## config.mk

```make
export PLATFORM = sky130hd
export DESIGN_NAME = spi_req_arbiter
export DESIGN_NICKNAME = d
export VERILOG_FILES = /design/src/rtl/spi_req_arbiter.sv
export SDC_FILE = /design/constraint.sdc
export NUM_CORES = 1
export LEC_CHECK = 0
export BUFFER_PORTS_ARGS = -buffer_cell sky130_fd_sc_hd__buf_2
export CAP_MARGIN = 5
export CORE_UTILIZATION = 52
export CTS_CLUSTER_DIAMETER = 120
export DETAILED_ROUTE_END_ITERATION = 7
export PLACE_DENSITY = 0.83
export SLEW_MARGIN = 20
export SYNTH_ARGS = -nofsm -noshare
export SYNTH_HDL_FRONTEND = slang
export SYNTH_SLANG_ARGS = --single-unit
```

## constraint.sdc

```tcl
create_clock -name clk -period 2.25 [get_ports clk]
set_input_delay 0.1125 -clock clk [delete_from_list [all_inputs] [get_ports clk]]
set_output_delay 0.1125 -clock clk [all_outputs]
set_load 0.03 [all_outputs]
```

## src/rtl/spi_req_arbiter.sv

```systemverilog
// Round-robin arbiter sharing one spi_master among NUM_REQ requesters, with locked bursts and timeout.
// Latency: gnt/m_spi_start one edge after req is sampled in IDLE; ack two edges after spi_done rises.
// Backpressure: requesters hold req (level) until granted; GAP_CYCLES idle cycles follow every byte.
module spi_req_arbiter #(
  parameter int NUM_REQ        = 4,
  parameter int DATA_WIDTH     = 8,
  parameter int GAP_CYCLES     = 15,
  parameter int TIMEOUT_CYCLES = 1024
) (
  input  logic                          clk,
  input  logic                          arstn,
  input  logic [NUM_REQ-1:0]            req,
  input  logic [NUM_REQ*DATA_WIDTH-1:0] req_data,
  input  logic [NUM_REQ-1:0]            req_last,
  output logic [NUM_REQ-1:0]            gnt,
  output logic [NUM_REQ-1:0]            ack,
  output logic [DATA_WIDTH-1:0]         rsp_data,
  output logic                          timeout_err,
  output logic                          busy,
  output logic [DATA_WIDTH-1:0]         m_data_send,
  output logic                          m_spi_start,
  input  logic                          m_spi_done,
  input  logic [DATA_WIDTH-1:0]         m_data_recv
);

  localparam int IW = $clog2(NUM_REQ);
  localparam int CW = $clog2(TIMEOUT_CYCLES);
  localparam int GW = $clog2(GAP_CYCLES + 1);
  localparam logic [CW-1:0] TO_END   = CW'(TIMEOUT_CYCLES - 2);
  localparam logic [GW-1:0] GAP_LOAD = GW'((GAP_CYCLES > 1) ? GAP_CYCLES - 2 : 0);
  localparam logic [IW-1:0] LAST_IDX = IW'(NUM_REQ - 1);

  typedef enum logic [2:0] {S_IDLE, S_START, S_WAIT, S_RESP, S_GAP} state_t;

  state_t        state;
  logic [IW-1:0] ptr;
  logic [IW-1:0] win;
  logic          last_q;
  logic          done_q;
  logic          done_qq;
  logic [CW-1:0] to_cnt;
  logic [GW-1:0] gap_cnt;

  logic [IW-1:0] pick;
  logic          pick_vld;
  logic [IW:0]   cand;
  logic          done_evt;

  assign done_evt = done_q & ~done_qq;

  // First requester at or after the pointer, wrapping modulo NUM_REQ.
  always_comb begin
    pick     = '0;
    pick_vld = 1'b0;
    cand     = '0;
    for (int k = 0; k < NUM_REQ; k++) begin
      cand = {1'b0, ptr} + (IW+1)'(k);
      if (cand >= (IW+1)'(NUM_REQ)) cand = cand - (IW+1)'(NUM_REQ);
      if (!pick_vld && req[cand[IW-1:0]]) begin
        pick_vld = 1'b1;
        pick     = cand[IW-1:0];
      end
    end
  end

  always_ff @(posedge clk or negedge arstn) begin
    if (!arstn) begin
      state       <= S_IDLE;
      ptr         <= '0;
      win         <= '0;
      last_q      <= 1'b0;
      done_q      <= 1'b0;
      done_qq     <= 1'b0;
      to_cnt      <= '0;
      gap_cnt     <= '0;
      gnt         <= '0;
      ack         <= '0;
      rsp_data    <= '0;
      timeout_err <= 1'b0;
      busy        <= 1'b0;
      m_data_send <= '0;
      m_spi_start <= 1'b0;
    end else begin
      done_q      <= m_spi_done;
      done_qq     <= done_q;
      ack         <= '0;
      timeout_err <= 1'b0;
      m_spi_start <= 1'b0;
      case (state)
        S_IDLE: begin
          if (pick_vld) begin
            win         <= pick;
            gnt         <= NUM_REQ'(1) << pick;
            m_data_send <= req_data[pick*DATA_WIDTH +: DATA_WIDTH];
            last_q      <= req_last[pick];
            m_spi_start <= 1'b1;
            busy        <= 1'b1;
            state       <= S_START;
          end
        end
        S_START: begin
          to_cnt <= '0;
          state  <= S_WAIT;
        end
        S_WAIT: begin
          if (done_evt) begin
            rsp_data <= m_data_recv;
            ack      <= gnt;
            state    <= S_RESP;
          end else if (to_cnt == TO_END) begin
            // The counter would reach TIMEOUT_CYCLES-1 on this edge: abort and end any burst.
            timeout_err <= 1'b1;
            last_q      <= 1'b1;
            gap_cnt     <= GAP_LOAD;
            state       <= S_GAP;
          end else begin
            to_cnt <= to_cnt + CW'(1);
          end
        end
        S_RESP: begin
          // The RESP cycle is the first of the GAP_CYCLES idle cycles.
          gap_cnt <= GAP_LOAD;
          state   <= S_GAP;
        end
        S_GAP: begin
          if (gap_cnt != '0) begin
            gap_cnt <= gap_cnt - GW'(1);
          end else if (!last_q && req[win]) begin
            m_data_send <= req_data[win*DATA_WIDTH +: DATA_WIDTH];
            last_q      <= req_last[win];
            m_spi_start <= 1'b1;
            state       <= S_START;
          end else begin
            gnt   <= '0;
            ptr   <= (win == LAST_IDX) ? '0 : win + IW'(1);
            busy  <= 1'b0;
            state <= S_IDLE;
          end
        end
        default: state <= S_IDLE;
      endcase
    end
  end

endmodule
```

==> metrics.md, run 1 <==
| Metric | Value |
|---|---|
| Antenna violations before repair | 0 |
| Top-area cell type share of the netlist area | 46.92% |
| Grt ovf | 0 |
| Hold WC Path Type | primary input to register |
| CP Data Arrival Time | around 2.3 ns |
| Final Hold Vio Count | 0 |
| Post-synth ARST share | 100.0% |
| Fmax | 472.0 MHz |
| IO Port Bufs | just under 80 |
| Boundary pin count | 78 |
| Mean area per synthesized cell | roughly 11 um^2 |
| Seq cells post-synth | 51 |
| Critical path, cell by cell | inv_1, ha_1, or3b_2, a22oi_2, o2111ai_1, a221o_1 |
| Synth cell types | 55 |
| Slowest CP cell | or3b_2 |
| Initial Util | a little under three fifths |
| Hold path startpoint | m_data_recv[6] |
| CTS tree | yes |
| CP endpoint kind | register |
| Top cell type by total area after synthesis | dfrtp_1 |
| Post-layout minimum cycle time | 2.119 ns |
| Final Power | 4014 uW |
| CP Class | register to register |
| Synth warn | 0 |
| Worst Tran Pin Value | 0.6358 ns |
| First-pass GRT wire length | between 10000 and 15000 um |
| Tot GR Track Use | 23.88% |
| CTS Buf Count | 5 |
| R2R setup slack | about 0.13 ns |
| Post-DR vias/cell | 5.736 |
| CP max stage delay | approximately 0.53 ns |
| PD cells | between 1000 and 1500 nW/um^2 |
| Worst r2r src | gap_cnt[0]$_DFFE_PN0P_ |
| Site Rows | 25 |
| Synthesized cell area | 2720 um^2 |
| Tightest slew margin relative to the limit | 57.61% |
| Main flop type after synthesis | dfrtp_1 |
| Worst-Skew Late Latency | 0.31 ns |
| CORE AREA | 4880 um^2 |
| Max VDD drop | between 0.7 and 0.8 mV |
| Clock Path Buffers | 2 |
| Buf+Inv Stages, Crit Path | 1 |
| Top delay family on crit path | compound AO/OA/AOI/OAI gates |
| Die Width | around 74 um |
| Area delta synth->final | 22.22% |
| Initial drt markers | around 120 |
| Layout cell share with drive strength beyond 1 | 35.96% |
| WP data required | 2.45 ns |
| RSZ-0062 raised after global routing | false |
| Period utilization | 94.16% |
| Sequential area share after synthesis | 46.92% |
| CP startpoint | gap_cnt[0]$_DFFE_PN0P_ |
| N_diodes | 0 |
| Residual DRC count | 0 |
| Max FO, Critical Path | 4 |
| Max-Cap Viols | 0 |
| DRT antenna net count | 0 |
| Post-DP HPWL | 4674 um |
| Final Setup Violations | 0 |
| Layout Nets | 396 |
| Setup crit start kind | register |
| Vias in the first global route | ~2200 |
| Final TNS setup | 0 ns |
| Area contributors post-synth | dfrtp_1 (47%), mux2i_1 (5.5%), mux2_2 (4.6%) |
| Post-CTS Repair Setup Buffers | 0 |
| RePlAce Congestion | 0.9143 |
| First-pass DRT Iterations | 6 |
| Final WL | around 6300 um |
| Clock skew | 0.007676 ns |
| H-tree depth | 2 |
| EDFF count, synth | 0 |
| Lkg Pwr | 0.001601 uW |
| CTS sink cnt | 51 |
| Fill count | 381 |
| Final slew viol count | 0 |
| Status | finished, final reports clean |
| Post-synthesis cell count | 254 |
| Die area | 5524 um^2 |
| Wire length per cell | 15.36 um |
| Largest net degree at the start of global routing | 52 |
| Die Span Y | 74.33 um |
| Syn Nets | 309 |
| Clock-pin slew on the worst setup and hold paths | 0.10 ns |
| Clock Tree Root | clkbuf_8 |
| Total number of vias | 2346 |
## flip-flops by register name, summed over array words and instances (netlist names)
name / flops
to_cnt: 10
m_data_send: 8
rsp_data: 8
ack: 4
gap_cnt: 4
gnt: 4
state: 3
ptr: 2
win: 2
busy: 1
done_q: 1
done_qq: 1
last_q: 1
m_spi_start: 1
timeout_err: 1
## where the power goes
group | leakage [uW] | switching, uW | total (uW) | internal (uW)
clock | 0.0000443 | 320 | 542 | 223
combinational | 0.000926 | 1230 | 2040 | 808
sequential | 0.000630 | 225 | 1430 | 1210
## layout by cell type, fill, tap and decap left out, types with 7 or more instances in the layout
cell and instances:
mux2i_1 15, nand2_1 21, nand3_1 7, buf_4 10, nor2_1 24, dfrtp_1 51
buf_2 77, o21ai_0 12, mux2_2 11, and3_1 7, a21oi_1 8, inv_1 10
## cell usage after synthesis, drive strengths merged (3+ instances only)
master / number
or3: 4
nor2b: 3
mux2i: 15
nand4: 3
mux4: 3
inv: 11
and2: 3
nor2: 24
clkbuf: 5
nand2: 21
o41ai: 3
nor4: 4
mux2: 11
a221oi: 7
and3: 7
nor3: 3
xor2: 3
nand2b: 5
ha: 4
dfrtp: 51
nand3: 7
o21ai: 12
a21oi: 10
buf: 4
## per-layer routing
metal	routed length (um)	share of wire (%)	vias to the layer above	GRT usage, %
met1	2637	42	1156	31.20
li1	-	-	1110	-
met4	53	0.84	0	5.660
met5	0	0	-	0
met2	3269	52	72	40.61
met3	321	5.1	8	5.556
## through the flow
step	setup WS, ns	std cells	util, %	area (um^2)	hold slack [ns]
3_3_place_gp	0.2629	399	65.59	3201	0.2236
6_report	0.1314	409	68.13	3324	0.02514
4_1_cts	0.1353	409	67.92	3314	0.01949
3_5_place_dp	0.1401	399	65.59	3201	0.2284
5_1_grt	0.01661	409	68.13	3324	0.01596
2_1_floorplan	0.2699	254	-	2720	-0.1831
## path summary, 6_finish.rpt
path                                           end  depth (start not counted)
hold / removal             rsp_data[6]$_DFFE_PN0P_                          2
min in group asynchronous  rsp_data[7]$_DFFE_PN0P_                          3
max in group asynchronous       ptr[0]$_DFFE_PN0P_                          3
setup reg to reg                last_q$_DFFE_PN0P_                          6
setup / recovery                last_q$_DFFE_PN0P_                          6
hold reg to reg                  done_qq$_DFF_PN0_                          0
## cell type report
class | instances | area [um^2] | area share, %
multi-input combinational | 183 | 1346 | 40.50
sequential | 51 | 1276 | 38.39
timing repair buffer | 89 | 480.5 | 14.45
tap | 67 | 83.83 | 2.522
clock buffer | 5 | 68.82 | 2.070
inverter | 11 | 43.79 | 1.317
clock inverter | 3 | 25.02 | 0.7527
## cells by family (layout without fill, tap and decap cells)
kind of cell	Yosys count	count (layout)	synth area share [%]
xor gates and xnor gates	4	4	1.288
and+or+nand+nor	94	94	19.32
muxes	29	29	12.56
buffers and inverters	20	108	3.956
AOI/OAI and AO/OA	52	52	14.12
adders and majority gates	4	4	1.840
DFF	51	51	46.92
## worst reg2reg max path: stages (launching register included)
cell and delay, ns:
dfrtp_1 0.39, inv_1 0.08, ha_1 0.18, or3b_2 0.53
a22oi_2 0.22, o2111ai_1 0.21, a221o_1 0.40
## repair_timing
action,4_1_cts,5_1_grt
hold buffers,2,0
setup endpoints to repair,0,1
hold endpoints to repair,52,0
resized for setup,0,2
No activity file was read; power rests on OpenSTA's default activity.
==> run 2, diff against run 1 <==
--- a/config.mk
+++ b/config.mk
@@ -5,12 +5,13 @@
 export SDC_FILE = /design/constraint.sdc
 export NUM_CORES = 1
 export LEC_CHECK = 0
+export ABC_AREA = 1
 export BUFFER_PORTS_ARGS = -buffer_cell sky130_fd_sc_hd__buf_2
 export CAP_MARGIN = 5
-export CORE_UTILIZATION = 52
+export CORE_UTILIZATION = 54
 export CTS_CLUSTER_DIAMETER = 120
 export DETAILED_ROUTE_END_ITERATION = 7
-export PLACE_DENSITY = 0.83
+export PLACE_DENSITY = 0.84
 export SLEW_MARGIN = 20
 export SYNTH_ARGS = -nofsm -noshare
 export SYNTH_HDL_FRONTEND = slang
==> run 2 against run 1 <==
Net effect: cell count up 49%; setup slack better by 0.057 ns; global-route usage rose by 2.2 points; sequential cell count did not move; hold slack got worse by 0.020 ns; total power grew 30%; die area rose by 9.5%; combinational power grew 53%; clock power grew 24%; register-to-register slack gained 0.06 ns; largest power group unchanged.
==> metrics.md, run 2 <==
| Metric | Value |
|---|---|
| Status | finished, final reports clean |
| Grt ovf | 0 |
| N_diodes | 0 |
| Residual DRC count | 0 |
| Die Width | 77.79 um |
| Max FO, Critical Path | 8 |
| Post-synth ARST share | 100.0% |
| First-pass GRT wire length | 12710 um |
| Initial drt markers | 157 |
| Fmax | 485.1 MHz |
| Buf+Inv Stages, Crit Path | 1 |
| Critical path, cell by cell | buf_4, nand2_1, nand2_2, nand2_1, nand2_2, nor2_8, nand3_1, nand3_1, nand3_1, nand2_1, nand3_1, nand2_1, nand2_1, nand2_1 |
| EDFF count, synth | 0 |
| Max-Cap Viols | 0 |
| Slowest CP cell | dfrtp_2 |
| RePlAce Congestion | 0.8852 |
| Wire length per cell | approximately 12 um |
| Largest reg by FF count | to_cnt |
| CP endpoint kind | register |
| Multi-input gate area in the final layout | 1481 um^2 |
| Lkg Pwr | roughly 0.0022 uW |
| Final slew viol count | 0 |
| Hold WC Path Type | primary input to register |
| Fill count | 482 |
| Max VDD drop | 0.6550 mV |
| Final WS setup | 0.1887 ns |
| Seq cells post-synth | between 50 and 60 |
| Mean area per synthesized cell | 6.939 um^2 |
| CP Class | register to register |
| Area contributors post-synth | dfrtp_1 (41%), nand2_1 (17%), nand3_1 (13%) |
| Period utilization | between 90% and 100% |
| Sequential area share after synthesis | 41.15% |
| Synth cell types | 30 |
| DRT antenna net count | 0 |
| Most common cell after layout, fill and taps aside | nand2_1 |
| Largest net degree at the start of global routing | 37 |
| Post-layout util | about 68% |
| Place WS | 0.1142 ns |
| Layout Nets | 590 |
| Clock skew | 0.008342 ns |
| CP startpoint | ptr[0]$_DFFE_PN0P_ |
| IO Port Bufs | 77 |
| CTS tree | yes |
| Site Rows | 27 |
| Worst-Skew Late Latency | 0.31 ns |
| Main flop type after synthesis | dfrtp_1 |
| Post-DP HPWL | 5578 um |
| Synth top cells by count | nand2_1 (141), nand3_1 (79), inv_1 (77) |
| Initial Util | between 50% and 60% |
| Layout cell share with drive strength beyond 1 | around 22% |
| Post-DR vias/cell | 5.199 |
| Synth warn | 0 |
| CP max stage delay | 0.46 ns |
| Final Hold Vio Count | 0 |
| Area delta synth->final | 21.26% |
| Setup crit start kind | register |
| Top cell type by total area after synthesis | dfrtp_1 |
| Number of flip-flops in the largest register | 10 |
| PD cells | 1388 nW/um^2 |
| Post-synthesis cell count | around 450 |
| Top delay family on crit path | simple AND/OR/NAND/NOR gates |
| CORE AREA | 5507 um^2 |
| Total number of vias | ~3200 |
| CTS sink cnt | 51 |
| Largest registers | to_cnt x10, m_data_send x8, rsp_data x8 |
| Post-layout minimum cycle time | 2.061 ns |
| Commonest non-fill, non-tap cells in the layout | nand2_1 (139), nand3_1 (79), inv_1 (77), buf_2 (77), dfrtp_1 (50) |
| Clock Tree Root | clkbuf_8 |
| CP Data Arrival Time | around 2.3 ns |
| Clock-pin slew on the worst setup and hold paths | 0.10 ns |
| Most used cell, CP | nand2_1 |
| H-tree depth | 2 |
| Tightest slew margin relative to the limit | 64.41% |
| Die Span Y | 77.79 um |
| Final Setup Violations | 0 |
| Hold path startpoint | m_data_recv[2] |
| Tot GR Track Use | 26.10% |
| Die area | just over 6000 um^2 |
| Vias in the first global route | between 2000 and 3000 |
| Worst Tran Pin Value | 0.5325 ns |
| Antenna violations before repair | 0 |
| CTS Buf Count | 5 |
| Most numerous cell in the Yosys netlist | nand2_1 |
| WP data required | about 2.5 ns |
| Boundary pin count | 78 |
| Final WL | 7498 um |
| Top-area cell type share of the netlist area | 41.15% |
| Clock Path Buffers | 2 |
| First-pass DRT Iterations | 5 |
| Syn Nets | between 500 and 600 |
| Final TNS setup | 0 ns |
| Synthesized cell area | 3102 um^2 |
| Worst r2r src | ptr[0]$_DFFE_PN0P_ |
| FF/Latch Area | 1277 um^2 |
run 2: changes by cell type after synthesis, moves of 4 or more:
cell      delta
nand3_1     +72
inv_1       +67
mux2i_1     -15
nand2b_1     -5
or3_1        -4
a221oi_1     -6
nand2_2      +5
nand2_1    +120
mux2_2      -11
inv_2        +6
and3_1       -7
run 2: final timing paths:
kind,endpoint,slack [ns],cells after the start
worst max-delay path,m_data_send[5]$_DFFE_PN0P_,0.19,14
worst max register to register,m_data_send[5]$_DFFE_PN0P_,0.19,14
min in group asynchronous,gap_cnt[1]$_DFFE_PN0P_,0.24,2
worst min register to register,done_qq$_DFF_PN0_,0.40,0
max in group asynchronous,rsp_data[4]$_DFFE_PN0P_,1.24,3
worst min-delay path,rsp_data[2]$_DFFE_PN0P_,0.005,3
run 2: metal layers:
metal | GRT usage, % | up-vias | routed length (um)
li1 | - | 1578 | -
met2 | 45.66 | 104 | 3790
met1 | 32.68 | 1468 | 3201
met4 | 9.623 | 0 | 118
met5 | 0 | - | 0
met3 | 3.529 | 11 | 388
run 2: where the power goes:
part	switching [uW]	internal, uW	total [uW]
registers	208	1220	1430
clock network	335	336	671
logic	2130	985	3120
run 2: what timing repair did:
| action | CTS | global route |
|---|---|---|
| hold buffers | 2 | 1 |
| gates resized for setup | 0 | 5 |
| buffers inserted | 0 | 2 |
| setup endpoints to repair | 0 | 8 |
| hold endpoints to repair | 16 | 1 |
run 2: layout make-up:
cell class                      instances  share of cell area (%)
Inverter                               83                   8.350
Timing Repair Buffer                   89                   12.84
Sequential cell                        51                   33.97
Clock inverter                          3                   1.231
Tap cell                               72                   2.395
Multi-Input combinational cell        305                   39.39
Clock buffer                            5                   1.830
run 2: worst reg2reg max path, cell delays in order (launching register included):
cell and delay (ns):
dfrtp_2 0.46, buf_4 0.18, nand2_1 0.08, nand2_2 0.08, nand2_1 0.11, nand2_2 0.10, nor2_8 0.12, nand3_1 0.08
nand3_1 0.11, nand3_1 0.09, nand2_1 0.29, nand3_1 0.12, nand2_1 0.07, nand2_1 0.05, nand2_1 0.06
run 2: logic make-up (layout without fill, tap and decap cells):
| group | count (synthesis) | in the layout | synth area share (%) |
|---|---|---|---|
| buffers and inverters | 91 | 180 | 11.50 |
| AO/OA/AOI/OAI | 35 | 35 | 6.697 |
| adder cells (fa/ha/maj) | 4 | 4 | 1.614 |
| AND/OR/NAND/NOR | 264 | 264 | 38.48 |
| XOR/XNOR | 2 | 2 | 0.5648 |
| flip-flops | 51 | 51 | 41.15 |
run 2: stage by stage:
step / total power (uW) / hold WS, ns / instance area [um^2] / std cells
2_1_floorplan: 3759 / -0.1831 / 3102 / 447
3_3_place_gp: 4373 / 0.05076 / 3585 / 595
3_5_place_dp: 4455 / 0.05654 / 3585 / 595
4_1_cts: 5130 / 0.002908 / 3720 / 605
5_1_grt: 5703 / 0.001793 / 3761 / 608
6_report: 5221 / 0.005298 / 3761 / 608
